<file path="config.mk">
export PLATFORM = sky130hd
export DESIGN_NAME = mux_scan_sel
export DESIGN_NICKNAME = d
export VERILOG_FILES = /design/src/rtl/mux_scan_sel.sv
export SDC_FILE = /design/constraint.sdc
export NUM_CORES = 1
export LEC_CHECK = 0
export CORE_MARGIN = 3
export CORE_UTILIZATION = 50
export CTS_BUF_LIST = sky130_fd_sc_hd__clkbuf_16
export DETAILED_ROUTE_END_ITERATION = 8
export PLACE_DENSITY = 0.84
export SLEW_MARGIN = 5
export SYNTH_ARGS = -nofsm -noshare
export SYNTH_HDL_FRONTEND = slang
export SYNTH_SLANG_ARGS = --single-unit
</file>
<file path="constraint.sdc">
create_clock -name clk -period 3.1 [get_ports clk]
set_input_delay 0.62 -clock clk [delete_from_list [all_inputs] [get_ports clk]]
set_output_delay 0.62 -clock clk [all_outputs]
set_load 0.01 [all_outputs]
</file>
<file path="src/rtl/mux_scan_sel.sv">
// mux_scan_sel: registered CH:1 mux with manual select, dwell-timed auto scan and valid/ready output; `MUX_SCAN_MASK_EN adds ch_mask skipping
module mux_scan_sel #(
  parameter int CH = 8,
  parameter int W = 1,
  parameter int SELW = 3,
  parameter int DWELL = 4
) (
  input logic clk,
  input logic rst_n,
  input logic strobe_n,
  input logic mode,
  input logic [SELW-1:0] sel,
  input logic [CH*W-1:0] din,
`ifdef MUX_SCAN_MASK_EN
  input logic [CH-1:0] ch_mask,
`endif
  output logic [W-1:0] z,
  output logic [W-1:0] z_n,
  output logic [SELW-1:0] ch_out,
  output logic valid,
  input logic ready,
  output logic wrap,
  output logic sel_err
);
  logic [CH-1:0] msk;
  logic [SELW-1:0] scan, cur, last;
  logic [7:0] dwell;
  logic [W-1:0] d_sel, d_cur, d_man;
  logic mode_q, from_scan, any, free, mode_chg, sel_bad;
`ifdef MUX_SCAN_MASK_EN
  assign msk = ch_mask;
`else
  assign msk = '0;
`endif
  assign any = |(~msk);
  assign free = !valid || ready;
  assign mode_chg = mode != mode_q;
  assign sel_bad = int'(sel) >= CH;
  assign d_man = sel_bad ? '0 : d_sel;
  assign wrap = valid && ready && from_scan && any && ch_out == last;
  always_comb begin
    cur = scan;
    last = '0;
    d_sel = '0;
    d_cur = '0;
    for (int i = CH-1; i >= 0; i--)
      if (!msk[(int'(scan)+i)%CH]) cur = SELW'((int'(scan)+i)%CH);
    for (int k = 0; k < CH; k++) begin
      if (!msk[k]) last = SELW'(k);
      if (sel == SELW'(k)) d_sel = din[k*W +: W];
      if (cur == SELW'(k)) d_cur = din[k*W +: W];
    end
  end
  always_ff @(posedge clk or negedge rst_n)
    if (!rst_n) begin
      z <= '0;
      z_n <= '1;
      ch_out <= '0;
      valid <= 1'b0;
      sel_err <= 1'b0;
      scan <= '0;
      dwell <= '0;
      mode_q <= 1'b0;
      from_scan <= 1'b0;
    end else begin
      mode_q <= mode;
      sel_err <= 1'b0;
      if (strobe_n) begin
        z <= '0;
        z_n <= '1;
        valid <= 1'b0;
        scan <= '0;
        dwell <= '0;
      end else if (!mode) begin
        scan <= '0;
        dwell <= '0;
        if (free) begin
          z <= d_man;
          z_n <= ~d_man;
          ch_out <= sel;
          valid <= 1'b1;
          from_scan <= 1'b0;
          sel_err <= sel_bad;
        end
      end else if (mode_chg) begin
        scan <= '0;
        dwell <= '0;
        if (ready) valid <= 1'b0;
      end else if (free && any) begin
        if (dwell == 8'(DWELL-1)) begin
          z <= d_cur;
          z_n <= ~d_cur;
          ch_out <= cur;
          valid <= 1'b1;
          from_scan <= 1'b1;
          dwell <= '0;
          scan <= (cur == SELW'(CH-1)) ? '0 : cur + 1'b1;
        end else begin
          dwell <= dwell + 8'd1;
          valid <= 1'b0;
        end
      end else if (ready) valid <= 1'b0;
    end
endmodule
</file>
; After elaboration in Yosys (flattened, before gate mapping)
; Memory sizes are Yosys's and may differ from the RTL's.
; Cells that the tools add are included.
[totals]
ff_bits = 19
rom_bits = 64
in_bits = 16
elab_cells = 166
memories = 8
[mem_list]
columns = name, words, word_bits, rd, rd_ports_with_merged_regs, write_ports, line
row1 = (no name shown), 8, 1, 1, 0, 0, 47  ; if (!msk[(int'(scan)+i)%CH]) cur = SELW'((int'(scan)+i)%CH);
row2 = (no name shown), 8, 1, 1, 0, 0, 47
row3 = (no name shown), 8, 1, 1, 0, 0, 47
row4 = (no name shown), 8, 1, 1, 0, 0, 47
row5 = (no name shown), 8, 1, 1, 0, 0, 47
row6 = (no name shown), 8, 1, 1, 0, 0, 47
row7 = 2 more memories, n/a, n/a, n/a, n/a, n/a, n/a
[classes]
add_sub_neg = 9
order_cmp = 8
n_eq_ne = 23
mux = 79
bitwise = 10
n_reduce_logical = 21
[ops]
columns = operator, count
row1 = $mux 3, 19
row2 = $mux 1, 55
row3 = $mux 8, 5
row4 = $lt 4x5->1 const B, 7
row5 = $eq 3x3->1 const B, 9
row6 = $reduce_or 3->1, 7
row7 = $add 3x3->3 const B, 4
row8 = $eq 3x2->1 const B, 4
row9 = $add 8x1->8 const B, 1
row10 = $eq 8x2->1 const B, 1
row11 = $ne 4x2->1 const B, 2
row12 = $and 1x1->1 const A, 7
row13 = $add 3x1->3 const B, 2
row14 = $add 3x2->3 const B, 2
row15 = $eq 3x1->1 const B, 2
row16 = $logic_not 3->1, 2
row17 = $reduce_bool 3->1, 2
row18 = $reduce_and 5->1, 1
row19 = $lt 3x4->1 const B, 1
row20 = $reduce_and 4->1, 1
row21 = $reduce_bool 2->1, 2
row22 = $logic_and 1x1->1, 3
row23 = $ne 3x2->1 const B, 1
row24 = $ne 3x3->1 const B, 1
row25 = 7 further kinds, 9

; Depth between registers and ports, before layout
; Gate-level depths: netlist of run 1.
[depth]
word_depth = 29
ltp_mapped = 6
ltp_nobuf = 6

; Worst setup path before layout of run 1
; OpenSTA, ideal clock, no wires.
[synth_timing]
path_kind = input to register
startpoint = input port mode
endpoint = register dwell[7]
setup_ns = 0.077
arrival_ns = 1.978
required_ns = 3.023
slack_ns = 1.045
cell_stages = 5
n_path_buf = 0
cell_sequence = ha_1 > nand3b_4 > o2111ai_1 > or4_1 > a21oi_1
[synth_between]
elab_chain_cells = 4
elab_cells_between_ends = 5
cone_classes = eq/ne (2) / mux (3)
[synth_lines]
columns = element, line
row1 = from (decl), 11  ; input logic mode,
row2 = $ne 1x1->1, 37  ; assign mode_chg = mode != mode_q;
row3 = $mux 8, 85  ; end else if (mode_chg) begin
row4 = $mux 8, 74  ; end else if (!mode) begin
row5 = $mux 8, 68  ; if (strobe_n) begin
row6 = to (signal assigned), 99  ; dwell <= dwell + 8'd1;
row7 = to (decl), 27  ; logic [7:0] dwell;
; Parallel ways exist; a longest one is shown, timed or not.
; A chain may end at the register's enable or synchronous reset.

; Final worst setup path of run 1
; Same ends and word-level chain as after synthesis.

==> results of run 1 <==
[final timing paths]
path | slack [ps] | startpoint | endpoint | cells after the start
setup / recovery | 640 | mode | dwell[7]$_DFFE_PN0P_ | 6
hold / removal | 540 | ch_out[1]$_DFFE_PN0P_ | ch_out[1]$_DFFE_PN0P_ | 1
setup reg to reg | 950 | dwell[0]$_DFFE_PN0P_ | scan[1]$_DFFE_PN0P_ | 5
hold reg to reg | 540 | ch_out[1]$_DFFE_PN0P_ | ch_out[1]$_DFFE_PN0P_ | 1
max in group asynchronous | 1670 | rst_n | dwell[5]$_DFFE_PN0P_ | 1
min in group asynchronous | 870 | rst_n | ch_out[2]$_DFFE_PN0P_ | 1
[final cells by class]
| cell class | instances | area [um^2] |
|---|---|---|
| Multi-Input combinational cell | 97 | 747.0 |
| Tap cell | 28 | 35.03 |
| Clock inverter | 1 | 5.005 |
| Timing Repair Buffer | 23 | 227.7 |
| Clock buffer | 3 | 75.07 |
| Sequential cell | 19 | 476.7 |
| Inverter | 8 | 30.03 |
| Fill cell | 171 | 721.9 |
[per-layer routing]
| metal | vias up | part of all wire, % |
|---|---|---|
| li1 | 516 | - |
| met2 | 35 | 54 |
| met5 | - | 0 |
| met4 | 0 | 0.95 |
| met3 | 4 | 4.5 |
| met1 | 538 | 41 |
[placed cells by master, fill, tap and decap left out, types with 2 or more instances in the layout]
| cell type | instances |
|---|---|
| clkdlybuf4s50_1 | 22 |
| dfrtp_1 | 18 |
| nor2_1 | 12 |
| nand2_1 | 9 |
| a21oi_1 | 9 |
| ha_1 | 8 |
| inv_1 | 7 |
| o21ai_0 | 7 |
| or3_1 | 4 |
| o21ai_1 | 4 |
| nand2b_1 | 3 |
| mux2_4 | 3 |
| a2111oi_0 | 3 |
| clkbuf_16 | 3 |
| nor2b_1 | 2 |
| mux2_2 | 2 |
| nor3_1 | 2 |
| o2111ai_1 | 2 |
| mux4_2 | 2 |
| a31oi_1 | 2 |
| xor2_1 | 2 |
[flip-flops by register name (all words and copies together) (netlist names)]
| name | flops |
|---|---|
| scan | 3 |
| dwell | 8 |
| valid | 1 |
| z | 1 |
| z_n | 1 |
| ch_out | 3 |
| from_scan | 1 |
| mode_q | 1 |
[through the flow]
| step | setup WS [ps] | power, uW | hold WS [ps] | utilization, % |
|---|---|---|---|---|
| after floorplan | 1045 | 349.0 | 324.4 | - |
| after global placement | 536.3 | 406.7 | 522.8 | 65.41 |
| after detailed placement | 417.2 | 412.4 | 523.0 | 65.41 |
| after CTS | 652.7 | 684.9 | 538.6 | 68.86 |
| after global routing | 551.5 | 708.3 | 571.2 | 68.86 |
| final | 640.5 | 682.7 | 540.8 | 68.86 |
[report_power, final]
part	switching [uW]	internal, uW	leakage, uW	total, uW
Sequential	11.9	265	0.000251	277
Combinational	61.1	71.9	0.000363	133
Clock	99.5	173	0.0000409	273
[logic make-up after synthesis]
family          Yosys count  share of synthesized area, %
compound gates           39                         22.53
other cells               1                        0.2935
buf+inv                  11                         4.211
xor+xnor                  2                         1.371
simple gates             40                         17.63
flops                    19                         37.32
mux                       7                         8.814
fa+ha+maj                 8                         7.836
==> metrics, run 1 <==
Post-Layout Cell Count=179; diodes inserted=0; FMAX=406.6 MHz; IO Count=24; I/O Buffers=22; placed cell area=between 1500 and 2000 um^2; Worst EP required=approximately 3300 ps; Final nets=between 150 and 200; layout cell share with drive strength beyond 1=12.58%; async set-or-reset flop fraction in the synthesized netlist=100.0%; final WL=between 3000 and 4000 um; Die W=around 57 um; Max-Cap Viols=0; RePlAce Congestion=0.9304; Yosys reg bits=19; GRT busiest layer=met2; vias after detailed routing=roughly 1,100; synthesized area per cell=roughly 10 um^2; static leakage=0.0006550 uW; Cells after DPL=approximately 180; Top FF cell, synth=dfrtp_1; Fin Clk Skew=between 1 and 1.5 ps; Cell Area, Synth=between 1000 and 1500 um^2; grt met1 use=between 20% and 30%; GRT met2 Usage=39.77%; setup repair after global routing missed its margin=false; first-pass GRT wire length=5326 um; top cells by count, synth=dfrtp_1 (18), nor2_1 (12), a21oi_1 (9), nand2_1 (9), ha_1 (8); cts repair resizes=0; Clock transition at path regs=60 ps; Critical Path Fanout Max=8; Slew Limit Fails=0; CTS root buf=clkbuf_16; DIE AREA=about 3200 um^2; Yosys Warn Count=0; Slew HR=between 30% and 40%; largest net degree at the start of global routing=20; final hold viol count=0; met3 Track Usage GR=~5.7%; Yosys cell types=45; vias in the first global route=approximately 1,100; synth top area cells=dfrtp_1 (35%), ha_1 (7.8%), a21oi_1 (3.5%); clk sinks=19; floorplan core area=approximately 2300 um^2; Max Root-Sink Buffers=2; wire per inst=around 18 um; TNS Setup=0 ps; Syn Nets=151; peak supply drop=~0.00048 V; 1st-pass router iterations=4; 1st-iter DRT viols=about 40; die height=56.55 um; actual slew at the worst max-slew pin=about 900 ps; Hold Path Class=reg -> reg; DRT antenna net count=0; cts bufs inserted=3; Skew-Pair Late Insertion Delay=about 250 ps; antenna violations before repair=0; Final period util=between 70% and 80%; GRT Total Usage=approximately a fifth; post-synth top area share=between 30% and 40%; CP bufs+invs=1; postcts setup bufs=0; final instance area=~1600 um^2; Post-synth EDFFs=0; CTS hold repair buffers=0; Data arrival, critical path=approximately 2600 ps; Setup violations, final=0; total grt overflow=0; count leader, synth=dfrtp_1; fin crit period=2459 ps; routed vias/inst=6.106; Cells after Synth=127; row count=17; Power per Cell Area=427.6 nW/um^2; crit path launch type=input pin; Layout area overhead=24.98%; sequential share of the synthesized area=approximately 37%; Crit-path slowest cell=or4_1; Starting Density=approximately 55%; Worst path top cell family by delay=simple AND/OR/NAND/NOR gates; critical path endpoint category=flip-flop; post-synth top area cell=dfrtp_1; TritonCTS clock tree=done; status=complete, no violations; hpwl dp=approximately 2400 um; critical path class=in -> reg; Residual DRC=0; H-Tree Depth=1; CP Cell Sequence=clkdlybuf4s50_1 -> ha_1 -> nand3b_4 -> o2111ai_1 -> or4_1 -> a21oi_1; Crit path largest cell delay=roughly 560 ps
Note: power is estimated with default switching activity, not from simulation.
==> run 2, diff against run 1 <==
Clock period 3.1 ns to 2.36 ns, I/O delays scaled along.
==> metrics, run 2 (synthesized netlist as in run 1, its figures left out) <==
Residual DRC=0; Layout area overhead=27.91%; Largest register FFs=8; Data arrival, critical path=2330 ps; DRT antenna net count=0; Max Root-Sink Buffers=2; Die W=56.55 um; total grt overflow=0; most common cell after layout, fill and taps aside=clkdlybuf4s50_1; vias after detailed routing=between 1,000 and 1,500; postcts setup bufs=0; final hold viol count=0; biggest regs=dwell: 8 flops, ch_out: 3 flops, scan: 3 flops; crit path launch type=flip-flop; CTS hold repair buffers=0; 1st-pass router iterations=4; Worst EP required=roughly 2500 ps; Critical Path Fanout Max=14; static leakage=~0.00068 uW; TritonCTS clock tree=done; flop2flop setup slack=180 ps; peak supply drop=about 0.00054 V; fin crit period=~2200 ps; largest reg by FF count=dwell; Slew Limit Fails=0; I/O Buffers=22; Filler cells=157; critical path endpoint category=flip-flop; reg2reg start=dwell[0]$_DFFE_PN0P_; worst hold endpoint=from_scan$_DFFE_PN0P_; Cells after DPL=180; die height=between 50 and 60 um; 1st-iter DRT viols=34; cts repair resizes=0; Post-Layout Cell Count=approximately 180; Hold Path Class=reg -> reg; Hold Crit Depth=2; RePlAce Congestion=approximately 0.86; TNS Setup=0 ps; commonest non-fill, non-tap cells in the layout=clkdlybuf4s50_1 (22), dfrtp_1 (18), nor2_1 (12); H-Tree Depth=1; floorplan core area=between 2000 and 2500 um^2; DIE AREA=3197 um^2; wire per inst=about 16 um; hpwl dp=~2300 um; Starting Density=a little under three fifths; layout cell share with drive strength beyond 1=between 10% and 20%; GRT Total Usage=21.02%; cts bufs inserted=3; status=complete, no violations; Slew HR=56.04%; diodes inserted=0; FF-to-FF End=scan[1]$_DFFE_PN0P_; actual slew at the worst max-slew pin=642.8 ps; Final nets=181; final WL=between 3000 and 4000 um; Setup violations, final=0; setup repair after global routing missed its margin=false; Final period util=between 90 and 100%; FMAX=457.8 MHz; antenna violations before repair=0; row count=17; routed vias/inst=5.913; Fin Clk Skew=about 4.4 ps; vias in the first global route=roughly 1,200; first-pass GRT wire length=about 5300 um; critical path class=reg -> reg; Power per Cell Area=549.2 nW/um^2; Worst R2R Path Depth=5; Clock transition at path regs=60 ps; IO Count=24; HP Start=from_scan$_DFFE_PN0P_; Skew-Pair Late Insertion Delay=between 200 and 300 ps; Max-Cap Viols=0; CTS root buf=clkbuf_16; clk sinks=19; largest net degree at the start of global routing=20
run 2: cell count changes in the layout (fill, tap and decap cells not counted), sizes merged:
cell and delta:
buf +5
run 2: worst max-delay path by stage:
| stage | startpoint | end | slack [ps] | depth (start not counted) |
|---|---|---|---|---|
| 2_1_floorplan | mode | dwell[7]$_DFFE_PN0P_ | 450 | 5 |
| 3_3_place_gp | sel[0] | z$_DFFE_PN0P_ | 140 | 5 |
| 3_5_place_dp | mode | dwell[7]$_DFFE_PN0P_ | 80 | 6 |
| 4_1_cts | dwell[0]$_DFFE_PN0P_ | scan[1]$_DFFE_PN0P_ | 200 | 5 |
| 5_1_grt | dwell[0]$_DFFE_PN0P_ | scan[1]$_DFFE_PN0P_ | 70 | 5 |
| 6_report | dwell[0]$_DFFE_PN0P_ | scan[1]$_DFFE_PN0P_ | 180 | 5 |
run 2: per-layer routing:
layer | global-route usage (%) | up-vias | wire length (um)
li1 | - | 530 | -
met1 | 24.42 | 526 | 1277
met2 | 36.96 | 28 | 1569
met3 | 3.908 | 4 | 128
met4 | 9.492 | 0 | 48
met5 | 0 | - | 0
run 2: critical path, cell delays in order (launching register included):
cell and delay [ps]:
dfrtp_1 380, ha_1 240, or4b_4 520, o311ai_4 600, nor2_1 100, a41o_1 230
run 2: where the power goes:
group	internal (uW)	switching (uW)	total (uW)
registers	348	15.5	364
clock network	227	128	356
logic	99.4	78.6	178
run 2: per-stage QoR:
stage | instance area, um^2 | hold slack [ps] | utilization (%) | total power, uW | setup slack [ps]
6_report | 1634 | 538.9 | 70.48 | 897.4 | 175.5
4_1_cts | 1634 | 547.4 | 70.48 | 906.3 | 204.9
5_1_grt | 1634 | 570.1 | 70.48 | 942.1 | 73.05
3_5_place_dp | 1554 | 538.6 | 67.03 | 546.7 | 81.11
3_3_place_gp | 1554 | 522.8 | 67.03 | 541.4 | 142.4
2_1_floorplan | 1277 | 176.4 | - | 458.4 | 453.1
run 2: layout make-up:
class,count,area (um^2),area share [%]
Inverter,8,30.03,1.838
Timing Repair Buffer,28,265.3,16.23
Multi-Input combinational cell,97,747.0,45.71
Sequential cell,19,476.7,29.17
Clock buffer,3,75.07,4.594
Tap cell,28,35.03,2.144
Clock inverter,1,5.005,0.3063
==> run 3, diff against run 2 <==
Settings changed: MAX_ROUTING_LAYER from default to met4.
==> metrics, run 3 (synthesized netlist as in run 1, its figures left out) <==
static leakage=0.0006778 uW; Crit path largest cell delay=around 590 ps; Power per Cell Area=548.8 nW/um^2; cts bufs inserted=3; Data arrival, critical path=2320 ps; Hold Path Class=reg -> reg; clk sinks=19; Layout area overhead=27.91%; row count=17; Skew-Pair Late Insertion Delay=between 200 and 300 ps; vias after detailed routing=around 1,100; die height=around 57 um; Residual DRC=0; IO Count=24; setup repair after global routing missed its margin=false; 1st-pass router iterations=4; Max Root-Sink Buffers=2; floorplan core area=around 2300 um^2; most common cell after layout, fill and taps aside=clkdlybuf4s50_1; critical path class=reg -> reg; antenna violations before repair=0; Worst R2R Path Depth=5; largest reg by FF count=dwell; TritonCTS clock tree=done; Crit-path slowest cell=o311ai_4; CP Cell Sequence=ha_1 -> or4b_4 -> o311ai_4 -> nor2_1 -> a41o_1; Die W=around 57 um; RePlAce Congestion=0.8725; HP Start=from_scan$_DFFE_PN0P_; DRT antenna net count=0; vias in the first global route=1,161; Clock transition at path regs=around 60 ps; routed vias/inst=6.000; layout cell share with drive strength beyond 1=15.38%; actual slew at the worst max-slew pin=642.8 ps; Worst path top cell family by delay=compound AO/OA/AOI/OAI gates; Final nets=between 150 and 200; total grt overflow=0; Max-Cap Viols=0; final core utilization=70.48%; commonest non-fill, non-tap cells in the layout=clkdlybuf4s50_1 (22), dfrtp_1 (18), nor2_1 (12); GRT Total Usage=a little over a fifth; postcts setup bufs=0; Starting Density=a little under three fifths; FMAX=around 460 MHz; diodes inserted=0; crit path launch type=flip-flop; TNS Setup=0 ps; Critical Path Fanout Max=14; Slew HR=a little under three fifths; final hold slack=538.9 ps; Filler cells=between 150 and 200; worst hold endpoint=from_scan$_DFFE_PN0P_; largest net degree at the start of global routing=20; wire per inst=roughly 16 um; status=complete, no violations; biggest regs=dwell: 8 flops, ch_out: 3 flops, scan: 3 flops; reg2reg start=dwell[0]$_DFFE_PN0P_; Final period util=92.11%; Largest register FFs=8; Register Area=between 400 and 500 um^2; final WL=between 3000 and 4000 um; Slew Limit Fails=0; H-Tree Depth=1; hpwl dp=2319 um; critical path endpoint category=flip-flop; CP bufs+invs=0; Worst EP required=2500 ps; Fin Clk Skew=~4.6 ps; 1st-iter DRT viols=33; final hold viol count=0; cts repair resizes=0; Multi-input gate area=747.0 um^2; FF-to-FF End=scan[1]$_DFFE_PN0P_; fin crit period=around 2200 ps; CTS root buf=clkbuf_16; first-pass GRT wire length=5264 um; flop2flop setup slack=190 ps; Hold Crit Depth=2; I/O Buffers=22; CTS hold repair buffers=0; DIE AREA=around 3200 um^2; peak supply drop=~0.00054 V; Setup violations, final=0
==> run 3: cell counts in the layout (fill, tap and decap cells not counted) <==
No cell type changed its count.
==> run 3: final cells by class <==
cell class                 instances  area share [%]
sequential                        19           29.17
inverter                           8           1.838
multi-input combinational         97           45.71
timing repair buffer              28           16.23
clock buffer                       3           4.594
clock inverter                     1          0.3063
tap                               28           2.144
==> run 3: worst max-delay path by stage <==
stage                    startpoint              endpoint  depth (start not counted)
6_report       dwell[0]$_DFFE_PN0P_   scan[1]$_DFFE_PN0P_                          5
5_1_grt        dwell[0]$_DFFE_PN0P_   scan[1]$_DFFE_PN0P_                          5
4_1_cts        dwell[0]$_DFFE_PN0P_   scan[1]$_DFFE_PN0P_                          5
3_5_place_dp                   mode  dwell[7]$_DFFE_PN0P_                          6
3_3_place_gp                 sel[0]         z$_DFFE_PN0P_                          5
2_1_floorplan                  mode  dwell[7]$_DFFE_PN0P_                          5
==> run 3: worst min-delay path, delay by kind of cell, from the launching register on <==
family          cells  cell delay (ps)
compound gates      1               70
flops               1              370
buf+inv             1               50
==> run 3: routing by layer <==
metal,wire (um),GRT usage [%],vias to the layer above
met5,0,-,-
met4,51,9.492,0
met3,141,3.908,5
met2,1556,36.96,33
met1,1278,24.42,536
li1,-,-,530
==> run 3: where the power goes <==
group	total [uW]	switching [uW]	leakage [uW]	internal, uW
Combinational	178	78.6	0.000386	99.4
Clock	355	128	0.0000409	227
Sequential	364	15.5	0.000251	348
Total	897	222	0.000678	675
==> run 3: metrics by stage <==
stage / worst slack [ps] / power (uW) / cells / instance area [um^2]
final: 186.3 / 896.7 / 184 / 1634
after global routing: 73.05 / 942.1 / 184 / 1634
after CTS: 204.9 / 906.3 / 184 / 1634
after detailed placement: 81.11 / 546.7 / 180 / 1554
after global placement: 142.4 / 541.4 / 180 / 1554
after floorplan: 453.1 / 458.4 / 127 / 1277
